<file path="src/rtl/rlo_store_unit.sv">
// RLO store unit: captures RLO on a store command and applies a bit-write to a
// RAM bit (byte read-modify-write), a register bit, the semaphore or the coil byte.
module rlo_store_unit #(
    parameter int ADDR_W  = 10,
    parameter int DATA_W  = 8,
    parameter int TIMEOUT = 15
) (
    input  logic              CLK,
    input  logic              CPU_Reset,
    input  logic              ST_EN,
    input  logic [2:0]        ST_OPCode,
    input  logic [1:0]        ST_Dest,
    input  logic [ADDR_W-1:0] ST_Addr,
    input  logic [2:0]        ST_BitSel,
    input  logic              RLO,
    output logic              ST_Busy,
    output logic              ST_Done,
    output logic              ST_Err,
    output logic [ADDR_W-1:0] RAM_Addr,
    output logic              RAM_RdEn,
    input  logic [DATA_W-1:0] RAM_RdData,
    input  logic              RAM_RdValid,
    output logic              RAM_WrEn,
    output logic [DATA_W-1:0] RAM_WrData,
    output logic [2:0]        REG_Sel,
    input  logic              REG_RdBit,
    output logic              REG_WrEn,
    output logic              REG_WrBit,
    output logic              SEM_Set,
    output logic              SEM_Clr,
    output logic [DATA_W-1:0] Q_Out
);

    localparam int CNT_W = $clog2(TIMEOUT + 1);

    localparam logic [2:0] OP_ASG  = 3'b000;
    localparam logic [2:0] OP_SET  = 3'b001;
    localparam logic [2:0] OP_RST  = 3'b010;
    localparam logic [2:0] OP_ASGN = 3'b011;
    localparam logic [2:0] OP_TGL  = 3'b100;

    localparam logic [1:0] DEST_RAM  = 2'd0;
    localparam logic [1:0] DEST_REG  = 2'd1;
    localparam logic [1:0] DEST_SEM  = 2'd2;
    localparam logic [1:0] DEST_COIL = 2'd3;

    typedef enum logic [2:0] {
        S_IDLE, S_EXEC, S_RD_REQ, S_RD_WAIT, S_WR, S_DONE
    } state_t;

    state_t             r_state;
    logic [CNT_W-1:0]   r_cnt;
    logic [1:0]         r_dest;
    logic [2:0]         r_bit;
    logic               r_v;
    logic               r_w;
    logic               r_tgl;
    logic               r_busy;
    logic               r_done;
    logic               r_err;
    logic [ADDR_W-1:0]  r_ram_addr;
    logic               r_rd_en;
    logic               r_wr_en;
    logic [DATA_W-1:0]  r_wr_data;
    logic [2:0]         r_reg_sel;
    logic               r_reg_wr_en;
    logic               r_reg_wr_bit;
    logic               r_sem_set;
    logic               r_sem_clr;
    logic [DATA_W-1:0]  r_q_out;

    logic               w_v;
    logic               w_w;
    logic               w_is_tgl;
    logic [DATA_W-1:0]  w_mod;

    // Target value and write-enable from the incoming opcode and live RLO.
    // Toggle's value is only meaningful here for the coil; RAM and register
    // toggles resolve the old bit later from the captured r_tgl flag.
    always_comb begin
        w_v      = 1'b0;
        w_w      = 1'b0;
        w_is_tgl = (ST_OPCode == OP_TGL);
        case (ST_OPCode)
            OP_ASG:  begin w_v = RLO;                  w_w = 1'b1; end
            OP_SET:  begin w_v = 1'b1;                 w_w = RLO;  end
            OP_RST:  begin w_v = 1'b0;                 w_w = RLO;  end
            OP_ASGN: begin w_v = ~RLO;                 w_w = 1'b1; end
            OP_TGL:  begin w_v = ~r_q_out[ST_BitSel];  w_w = RLO & (ST_Dest != DEST_SEM); end
            default: begin w_v = 1'b0;                 w_w = 1'b0; end
        endcase
    end

    // Read data with the selected bit replaced by the target value.
    always_comb begin
        w_mod        = RAM_RdData;
        w_mod[r_bit] = r_tgl ? ~RAM_RdData[r_bit] : r_v;
    end

    // Command sequencer with registered strobes and outputs.
    always_ff @(posedge CLK) begin
        if (CPU_Reset) begin
            r_state      <= S_IDLE;
            r_cnt        <= '0;
            r_dest       <= 2'd0;
            r_bit        <= 3'd0;
            r_v          <= 1'b0;
            r_w          <= 1'b0;
            r_tgl        <= 1'b0;
            r_busy       <= 1'b0;
            r_done       <= 1'b0;
            r_err        <= 1'b0;
            r_ram_addr   <= '0;
            r_rd_en      <= 1'b0;
            r_wr_en      <= 1'b0;
            r_wr_data    <= '0;
            r_reg_sel    <= 3'd0;
            r_reg_wr_en  <= 1'b0;
            r_reg_wr_bit <= 1'b0;
            r_sem_set    <= 1'b0;
            r_sem_clr    <= 1'b0;
            r_q_out      <= '0;
        end else begin
            r_rd_en     <= 1'b0;
            r_wr_en     <= 1'b0;
            r_reg_wr_en <= 1'b0;
            r_sem_set   <= 1'b0;
            r_sem_clr   <= 1'b0;
            r_done      <= 1'b0;
            r_err       <= 1'b0;
            case (r_state)
                S_IDLE: begin
                    if (ST_EN) begin
                        r_busy <= 1'b1;
                        r_dest <= ST_Dest;
                        r_bit  <= ST_BitSel;
                        r_v    <= w_v;
                        r_w    <= w_w;
                        r_tgl  <= w_is_tgl;
                        if (ST_Dest == DEST_REG) begin
                            r_reg_sel <= ST_BitSel;
                        end
                        if ((ST_Dest == DEST_RAM) && w_w) begin
                            r_state    <= S_RD_REQ;
                            r_rd_en    <= 1'b1;
                            r_ram_addr <= ST_Addr;
                        end else begin
                            r_state <= S_EXEC;
                            if (w_w) begin
                                case (ST_Dest)
                                    DEST_REG: begin
                                        if (!w_is_tgl) begin
                                            r_reg_wr_en  <= 1'b1;
                                            r_reg_wr_bit <= w_v;
                                        end
                                    end
                                    DEST_SEM: begin
                                        r_sem_set <= w_v;
                                        r_sem_clr <= ~w_v;
                                    end
                                    DEST_COIL: r_q_out[ST_BitSel] <= w_v;
                                    default: ;
                                endcase
                            end
                        end
                    end
                end
                S_EXEC: begin
                    // Register toggle: REG_RdBit is valid this cycle for the REG_Sel set at acceptance.
                    if (r_w && r_tgl && (r_dest == DEST_REG)) begin
                        r_reg_wr_en  <= 1'b1;
                        r_reg_wr_bit <= ~REG_RdBit;
                        r_state      <= S_WR;
                    end else begin
                        r_done  <= 1'b1;
                        r_state <= S_DONE;
                    end
                end
                S_RD_REQ: begin
                    r_cnt   <= '0;
                    r_state <= S_RD_WAIT;
                end
                S_RD_WAIT: begin
                    if (RAM_RdValid) begin
                        r_wr_en   <= 1'b1;
                        r_wr_data <= w_mod;
                        r_state   <= S_WR;
                    end else if (r_cnt == CNT_W'(TIMEOUT - 1)) begin
                        r_done  <= 1'b1;
                        r_err   <= 1'b1;
                        r_state <= S_DONE;
                    end else begin
                        r_cnt <= r_cnt + CNT_W'(1);
                    end
                end
                S_WR: begin
                    r_done  <= 1'b1;
                    r_state <= S_DONE;
                end
                S_DONE: begin
                    r_busy  <= 1'b0;
                    r_state <= S_IDLE;
                end
                default: begin
                    r_busy  <= 1'b0;
                    r_state <= S_IDLE;
                end
            endcase
        end
    end

    assign ST_Busy    = r_busy;
    assign ST_Done    = r_done;
    assign ST_Err     = r_err;
    assign RAM_Addr   = r_ram_addr;
    assign RAM_RdEn   = r_rd_en;
    assign RAM_WrEn   = r_wr_en;
    assign RAM_WrData = r_wr_data;
    assign REG_Sel    = r_reg_sel;
    assign REG_WrEn   = r_reg_wr_en;
    assign REG_WrBit  = r_reg_wr_bit;
    assign SEM_Set    = r_sem_set;
    assign SEM_Clr    = r_sem_clr;
    assign Q_Out      = r_q_out;

endmodule

</file>
<file path="config.mk">
export PLATFORM = sky130hd
export DESIGN_NAME = rlo_store_unit
export DESIGN_NICKNAME = d
export VERILOG_FILES = /design/src/rtl/rlo_store_unit.sv
export SDC_FILE = /design/constraint.sdc
export NUM_CORES = 1
export LEC_CHECK = 0
export CAP_MARGIN = 0
export CORE_UTILIZATION = 40
export CTS_BUF_LIST = sky130_fd_sc_hd__clkbuf_16
export DETAILED_ROUTE_END_ITERATION = 7
export GPL_TIMING_DRIVEN = 1
export PLACE_DENSITY = 0.65
export SLEW_MARGIN = 25
export SYNTH_ARGS = -nofsm -noshare
export SYNTH_HDL_FRONTEND = slang
export SYNTH_SLANG_ARGS = --single-unit
</file>
<file path="constraint.sdc">
create_clock -name CLK -period 5.23 [get_ports CLK]
set_input_delay 1.046 -clock CLK [delete_from_list [all_inputs] [get_ports CLK]]
set_output_delay 1.046 -clock CLK [all_outputs]
set_load 0.005 [all_outputs]
</file>
After elaboration in Yosys (flattened, before gate mapping)
Cells that the tools add are included.
{ "word_totals": {"reg_bits": 53, "input_bits": 32} }
{ "op_classes": {"addsub": 1, "order_cmp": 4, "n_eq_ne": 23, "n_mux": 44, "bitwise": 13, "reduce_logical": 25} }
{ "op_table": {"columns": ["op", "count"], "rows": [
  ["2-to-1 mux 1 bit", 24],
  ["inequality test 2 bit (second input constant)", 9],
  ["bitwise mux 8 bit", 2],
  ["case mux 3 bit (5 select lines)", 1],
  ["== test 3 x 2 -> 1 bit (second input constant)", 4],
  ["inverter 1 bit", 12],
  ["2-to-1 mux 3 bit", 3],
  ["AND reduction 3 bit", 3],
  ["< comparator 3 x 4 -> 1 bit (second input constant)", 2],
  ["2-to-1 mux 4 bit", 2],
  ["case mux 4 bit (2 select lines)", 1],
  ["AND reduction 2 bit", 4],
  ["AND reduction 7 bit", 1],
  ["binary-select mux 1 bit (select 3 bit)", 2],
  ["demux 1 bit (select 3 bit)", 2],
  ["== test 3 x 1 -> 1 bit (second input constant)", 2],
  ["== test 3 bit (second input constant)", 2],
  ["greater-or-equal comparator 3 x 1 -> 1 bit (second input constant)", 2],
  ["logical NOT 3 bit", 2],
  ["case mux 1 bit (2 select lines)", 3],
  ["case mux 1 bit (3 select lines)", 2],
  ["OR reduction 2 bit", 3],
  ["OR reduction 6 bit", 1],
  ["logical AND 1 bit", 5],
  ["other kinds (13)", 16]
]} }

Depth between registers and ports, before layout
Gate-level depths: netlist of the first run.
{ "logic_depth": {"word_depth": 10, "ltp_mapped": 7} }

Least setup slack after synthesis of the first run
Ideal clock, no wire load.
{ "synth_path": {"kind": "input-to-reg", "startpoint": "in ST_BitSel[1]", "endpoint": "reg r_q_out[2] (netlist: Q_Out[2])", "arrival_time_ns": 2.384, "t_required_ns": 5.139, "setup_slack_ns": 2.755, "cell_stages": 6, "n_path_buf": 1, "path_cell_list": "buf_2 mux2_2 a22o_1 a211oi_1 nor2_1 a311oi_1"} }
{ "synth_between": {"elab_chain_len": 5, "word_cells_on_any_way": 10, "cone_classes": "2 x order compare; 6 x mux; 1 x bitwise; 1 x reduce/logical"} }
{ "synth_lines": {"columns": ["element", "line", "source"], "rows": [
  ["from (decl)", "14", "input logic [2:0] ST_BitSel,"],
  ["< comparator 3 x 4 -> 1 bit (not written as such) (tied with other cells)", "161", "DEST_COIL: r_q_out[ST_BitSel] <= w_v;"],
  ["logical AND 1 bit (not written as such) or 2-to-1 mux 1 bit (tied branches)", "161, 89", null],
  ["2-to-1 mux 1 bit (not written as such) or inverter 1 bit (tied branches)", "161, 89", null],
  ["demux 1 bit (select 3 bit) or case mux 1 bit (4 select lines) (tied branches)", "161, 84", null],
  ["bitwise mux 8 bit (*)", "161", null],
  ["to (signal, indexed assignment)", "161", null],
  ["to (decl)", "70", "logic [DATA_W-1:0] r_q_out;"]
]} }
Mark *: on every way between the ends. The rest lies on a longest branch, timed or not. The select of a mux whose other input is x is not followed.
A chain may end at the register's enable or synchronous reset.

Worst setup path in the final report of the first run
{ "layout_path": {"startpoint": "in ST_EN", "endpoint": "reg r_reg_wr_bit (netlist: REG_WrBit)"} }
{ "layout_between": {"elab_chain_len": 2} }
{ "layout_lines": {"columns": ["element", "line", "source"], "rows": [
  ["from (decl)", "10", "input logic ST_EN,"],
  ["inequality test 2 bit (no source line)", null, null],
  ["AND reduction 7 bit (no source line)", null, null],
  ["to (signal assigned)", "154", "r_reg_wr_bit <= w_v;"],
  ["to (signal assigned)", "172", "r_reg_wr_bit <= ~REG_RdBit;"],
  ["to (decl)", "67", "logic r_reg_wr_bit;"]
]} }
Every way passes these cells.

==> results.py, run 1 <==
metrics = {
    "yosys": {
        "synthDistinctLibCells": 53,
        "ys_ff_latch": 53,
        "syn_avg_cell_area_um2": 8.365,
        "synth_flop_cell": "dfxtp_1",
        "netlist_top_cells_count": "dfxtp_1, nor2_1, a21oi_1",
        "syn_nets": 352,
        "synth_area_leader_cell": "dfxtp_1",
        "synthTopCellsByArea": "dfxtp_1, a21oi_1, nor2_1",
        "synth_top_area_share_pct": 39.89,
        "seq_area_frac_synth_pct": 39.89,
        "synthesis.area_um2": 2660,
        "syn_inst": 318,
        "yosysMostFrequentCell": "dfxtp_1",
        "async_flop_share_pct": 0,
        "synth_edf_count": 0,
        "synth_warnings": 0,
    },
    "finish": {
        "finish.utilization_pct": 54.98,
        "final_area_um2": 3511,
        "drive_gt1_share_pct": 5.630,
        "antenna_cells": 0,
        "syn_to_final_growth_pct": 31.99,
        "nNetsFinal": 407,
    },
    "detailed_routing": {
        "drc": 0,
        "vias": 2500,
        "ant_nets": 0,
        "drtPass1Iterations": 4,
        "drt-initial-drc-count": 143,
        "wl_um": 6613,
        "wl_per_cell_um": 14.70,
        "viasPerCell": 5.556,
    },
    "cts": {
        "post_cts_buffers": 0,
        "cts_tree": "done",
        "cts_sinks": 53,
        "htree_levels": 2,
        "post_cts_resized": 0,
        "clock_path_buffers": 2,
        "cts_hold_buf": 0,
        "insertion_delay_ns": 0.29,
        "numCtsBuffers": 5,
        "clk_pin_slew_ns": 0.07,
        "clockRootBuffer": "clkbuf_16",
    },
    "run_status": {
        "status": "completed",
    },
    "timing": {
        "fin_skew_ns": 0.005325,
        "finalWorstSetupSlack_ns": 2.190,
        "fmaxAchievable_mhz": 329.0,
        "rsz0062_at_grt": "false",
        "hold_viol": 0,
        "tightest_slew_ns": 0.8056,
        "maxSlewViolCount": 0,
        "setup_tns_ns": 0,
        "hold_ws_ns": 0.4609,
        "fin_crit_sh_pct": 58.12,
        "setup_viol": 0,
        "final.min_clock_period_ns": 3.040,
        "slew_headroom_pct": 46.29,
    },
    "placement": {
        "dp_hpwl_um": 4728,
        "io_buffers": 69,
        "place_ws_ns": 1.859,
        "postPlaceCellArea_um2": 3351,
        "gp_congestion": 0.8178,
    },
    "setup_path": {
        "crit_buf_inv": 1,
        "worstPathMaxFanout": 12,
        "critPathCaptureType": "flip-flop",
        "r2r_cells": 5,
        "slowest_delay_ns": 0.57,
        "critPathSlowestCell": "nor4b_4",
        "cp_top_family": "simple AND/OR/NAND/NOR gates",
        "r2r_slack_ns": 2.93,
        "crit_required_ns": 5.41,
        "start_kind": "input port",
        "cp_data_arrival_time_ns": 3.22,
        "rr_startpoint": "r_state[1]",
        "path_class": "in -> reg",
        "crit_chain": "clkdlybuf4s50_1 > nor4b_4 > nand3b_2 > o32ai_2 > nor2_1 > a2111oi_2",
        "reg2reg_to": "REG_WrBit",
        "crit_cells": 6,
    },
    "global_routing": {
        "grtUsageTotal_pct": 18.91,
        "antenna_found_initial": 0,
        "grt_pass1_wl_um": 10900,
        "grt_start_max_net_pins": 46,
        "globalRoute.totalOverflow": 0,
        "grt_pass1_vias": 2331,
    },
    "power_and_ir_drop": {
        "peakVddDrop_mv": 0.1975,
        "powerDensity_nw_per_um2": 269.3,
        "p_leak_nw": 1.218,
    },
    "floorplanning": {
        "fp.dieH_um": 83.55,
        "initial_core_util_pct": 41.65,
        "dieArea_um2": 6981,
        "ioPinCount": 70,
        "row_count": 29,
        "die_x_um": 83.55,
        "coreArea_um2": 6386,
    },
    "min_path": {
        "hold_path_end": "r_dest[1]",
        "hp-class": "reg -> reg",
        "holdPathStages": 2,
        "hold_start": "r_dest[1]",
    },
    "run": {
        "maxCapViolCount": 0,
    },
}
==> metal layers <==
metal / GRT usage, % / share of wire, % / wire length, um
met5: 0 / 0 / 0
met3: 5.045 / 5.8 / 383
met2: 31.67 / 48 / 3161
met4: 4.314 / 0.47 / 31
met1: 24.37 / 46 / 3037
==> flip-flops by register name (all words and copies together), names as in the netlist <==
| signal | cells |
|---|---|
| SEM_Clr | 1 |
| r_tgl | 1 |
| r_bit | 3 |
| RAM_WrEn | 1 |
| r_w | 1 |
| ST_Err | 1 |
| r_cnt | 4 |
| REG_Sel | 3 |
| REG_WrEn | 1 |
| r_v | 1 |
| r_state | 3 |
| Q_Out | 8 |
| RAM_WrData | 8 |
| r_dest | 2 |
| RAM_RdEn | 1 |
| SEM_Set | 1 |
| ST_Busy | 1 |
| REG_WrBit | 1 |
| RAM_Addr | 10 |
| ST_Done | 1 |
==> worst register-to-register path, cell delays in order, from the launching register on <==
cell	delay [ns]
dfxtp_1	0.46
nor4b_4	0.66
nand3b_2	0.27
o32ai_2	0.42
nor2_1	0.10
a2111oi_2	0.29
==> final cells by class <==
type                            count  area [um2]
Fill cell                         597        2875
Multi-Input combinational cell    237        1473
Sequential cell                    53        1061
Timing Repair Buffer               70       698.2
Clock buffer                        5       125.1
Tap cell                           77       96.34
Clock inverter                      2       35.03
Inverter                            6       22.52
==> placed cells by master, fill, tap and decap left out, types with 3 or more instances in the layout <==
cell type / n
mux2i_1: 10
nor2b_1: 7
nand4_1: 4
nand2b_1: 9
nand2_1: 21
nor2_1: 38
nor3_1: 7
a22oi_1: 4
clkbuf_16: 5
clkdlybuf4s50_1: 69
and3_1: 5
a311oi_1: 5
a31oi_1: 3
a211oi_1: 3
nand3_1: 17
dfxtp_1: 53
a21oi_1: 36
xor2_1: 3
inv_1: 6
o21ai_0: 22
==> per-stage QoR <==
step                      instances  total power, mW
final                           450           0.9453
after global routing            450           0.9924
after CTS                       450           0.9530
after detailed placement        443           0.5864
after global placement          443           0.5850
after floorplan                 318           0.5312
==> power breakdown <==
| part | internal [mW] | switching (mW) | leakage, nW | total (mW) |
|---|---|---|---|---|
| Combinational | 0.0664 | 0.0734 | 0.709 | 0.140 |
| Sequential | 0.418 | 0.0205 | 0.429 | 0.438 |
| Clock | 0.223 | 0.145 | 0.0797 | 0.367 |
==> cells by family after synthesis <==
kind of cell | Yosys count | synth area share, %
DFF | 53 | 39.89
xor gates and xnor gates | 3 | 0.9880
adders and majority gates | 2 | 0.9406
buffers and inverters | 28 | 4.750
muxes | 13 | 5.880
and+or+nand+nor | 127 | 25.59
AOI/OAI and AO/OA | 92 | 21.97
==> how the worst max path moves through the flow <==
| stage | start | endpoint | slack [ns] |
|---|---|---|---|
| CTS | ST_EN | REG_WrBit | 2.16 |
| floorplan | ST_BitSel[1] | Q_Out[2] | 2.76 |
| global route | ST_EN | REG_WrBit | 1.92 |
| finish | ST_EN | REG_WrBit | 2.19 |
| detailed placement | ST_EN | REG_WrBit | 1.86 |
| global placement | ST_EN | REG_WrBit | 1.94 |
No activity file was read; power rests on OpenSTA's default activity.
==> run 2, diff against run 1 <==
- clock period: 5.23 -> 3 ns (I/O delays scaled with it)
==> results.py, run 2 (synthesis gave the netlist of run 1 again) <==
metrics = {
    "floorplanning": {
        "row_count": 29,
        "dieArea_um2": 6981,
        "ioPinCount": 70,
        "coreArea_um2": 6386,
        "die_x_um": 83.55,
        "initial_core_util_pct": 41.65,
        "fp.dieH_um": 83.55,
    },
    "cts": {
        "clockRootBuffer": "clkbuf_16",
        "post_cts_resized": 0,
        "cts_hold_buf": 0,
        "clock_path_buffers": 2,
        "cts_sinks": 53,
        "cts_tree": "done",
        "post_cts_buffers": 0,
        "clk_pin_slew_ns": 0.06,
        "htree_levels": 2,
        "insertion_delay_ns": 0.29,
        "numCtsBuffers": 5,
    },
    "finish": {
        "layout_common_cells": "clkdlybuf4s50_1, dfxtp_1, nor2_1",
        "largest_reg_flops": 10,
        "nNetsFinal": 410,
        "syn_to_final_growth_pct": 31.70,
        "drive_gt1_share_pct": 6.133,
        "final_area_um2": 3503,
        "final_common_cell": "clkdlybuf4s50_1",
        "fin_cells": 452,
        "antenna_cells": 0,
    },
    "timing": {
        "setup_viol": 0,
        "slew_headroom_pct": 47.22,
        "final.min_clock_period_ns": 2.448,
        "tightest_slew_ns": 0.7917,
        "fin_crit_sh_pct": 81.59,
        "fin_skew_ns": 0.005461,
        "hold_viol": 0,
        "setup_tns_ns": 0,
        "rsz0062_at_grt": "false",
        "fmaxAchievable_mhz": 408.5,
        "finalWorstSetupSlack_ns": 0.5522,
        "maxSlewViolCount": 0,
    },
    "setup_path": {
        "critPathCaptureType": "flip-flop",
        "crit_chain": "clkdlybuf4s50_1 > mux2_2 > a22o_1 > a211oi_1 > nor2_1 > a311oi_1",
        "start_kind": "input port",
        "rr_startpoint": "r_bit[2]",
        "reg2reg_to": "RAM_WrData[1]",
        "r2r_cells": 5,
        "endpoint": "Q_Out[3]",
        "crit_start": "ST_BitSel[1]",
        "crit_required_ns": 3.20,
        "critPathSlowestCell": "clkdlybuf4s50_1",
        "cp_data_arrival_time_ns": 2.65,
        "slowest_delay_ns": 0.67,
        "path_class": "in -> reg",
        "r2r_slack_ns": 0.89,
        "worstPathMaxFanout": 10,
    },
    "global_routing": {
        "grt_pass1_wl_um": 10770,
        "antenna_found_initial": 0,
        "globalRoute.totalOverflow": 0,
        "grtUsageTotal_pct": 18.73,
        "grt_pass1_vias": 2367,
        "grt_start_max_net_pins": 46,
    },
    "detailed_routing": {
        "met3_length_um": 327,
        "drtPass1Iterations": 5,
        "wl_per_cell_um": 14.33,
        "drt-initial-drc-count": 114,
        "ant_nets": 0,
        "viasPerCell": 5.487,
        "top_layer": "met4",
        "met2RoutedLength_um": 3038,
        "vias": 2480,
        "wl_met1_um": 3044,
        "wl_um": 6479,
        "drc": 0,
    },
    "power_and_ir_drop": {
        "powerDensity_nw_per_um2": 442.6,
        "total_power_mw": 1.551,
        "peakVddDrop_mv": 0.2949,
        "p_leak_nw": 1.218,
    },
    "placement": {
        "postPlaceCellArea_um2": 3373,
        "placed_cells": 446,
        "place_ws_ns": 0.2468,
        "io_buffers": 69,
        "dp_hpwl_um": 4661,
        "gp_congestion": 0.7812,
    },
    "run": {
        "maxCapViolCount": 0,
    },
    "run_status": {
        "status": "completed",
    },
    "min_path": {
        "hp-class": "reg -> reg",
    },
}
-- run 2: cell types whose count changed in the layout (fill, tap and decap cells not counted), sizes merged --
cell    before  now
bufinv       1    0
buf          1    4
-- run 2: worst min path at each step --
stage,start,endpoint,cells past startpoint
2_1_floorplan,r_dest[1],r_dest[1],2
3_3_place_gp,r_dest[1],r_dest[1],2
3_5_place_dp,r_dest[1],r_dest[1],2
4_1_cts,r_dest[1],r_dest[1],2
5_1_grt,r_dest[1],r_dest[1],2
6_report,r_dest[1],r_dest[1],2
-- run 2: critical path, delay by kind of cell --
family / cells / cell delay [ns]
compound gates: 3 / 0.82
buf+inv: 1 / 0.67
mux: 1 / 0.38
simple gates: 1 / 0.17
-- run 2: layout make-up --
| type | count | area [um2] |
|---|---|---|
| multi-input cells | 237 | 1473 |
| clock inverters | 1 | 5.005 |
| repair buffers | 73 | 720.7 |
| fillers | 637 | 2883 |
| flip-flops and latches | 53 | 1061 |
| inverters | 6 | 22.52 |
| clock buffers | 5 | 125.1 |
| well taps | 77 | 96.34 |
-- run 2: layer usage --
layer,vias up,GRT usage [%]
li1,1261,-
met1,1152,23.52
met2,60,32.41
met3,7,4.055
met4,0,5.085
met5,-,0
-- run 2: stage by stage --
stage,utilization [%],hold slack (ns)
finish,54.86,0.4597
CTS,54.86,0.4595
floorplan,-,0.4311
global placement,52.82,0.4449
detailed placement,52.82,0.4498
global route,54.86,0.4751
-- run 2: power breakdown --
group          internal [mW]  switching [mW]  total (mW)
registers              0.728          0.0361       0.764
logic                  0.120           0.128       0.248
clock network          0.299           0.240       0.539
total                   1.15           0.404        1.55
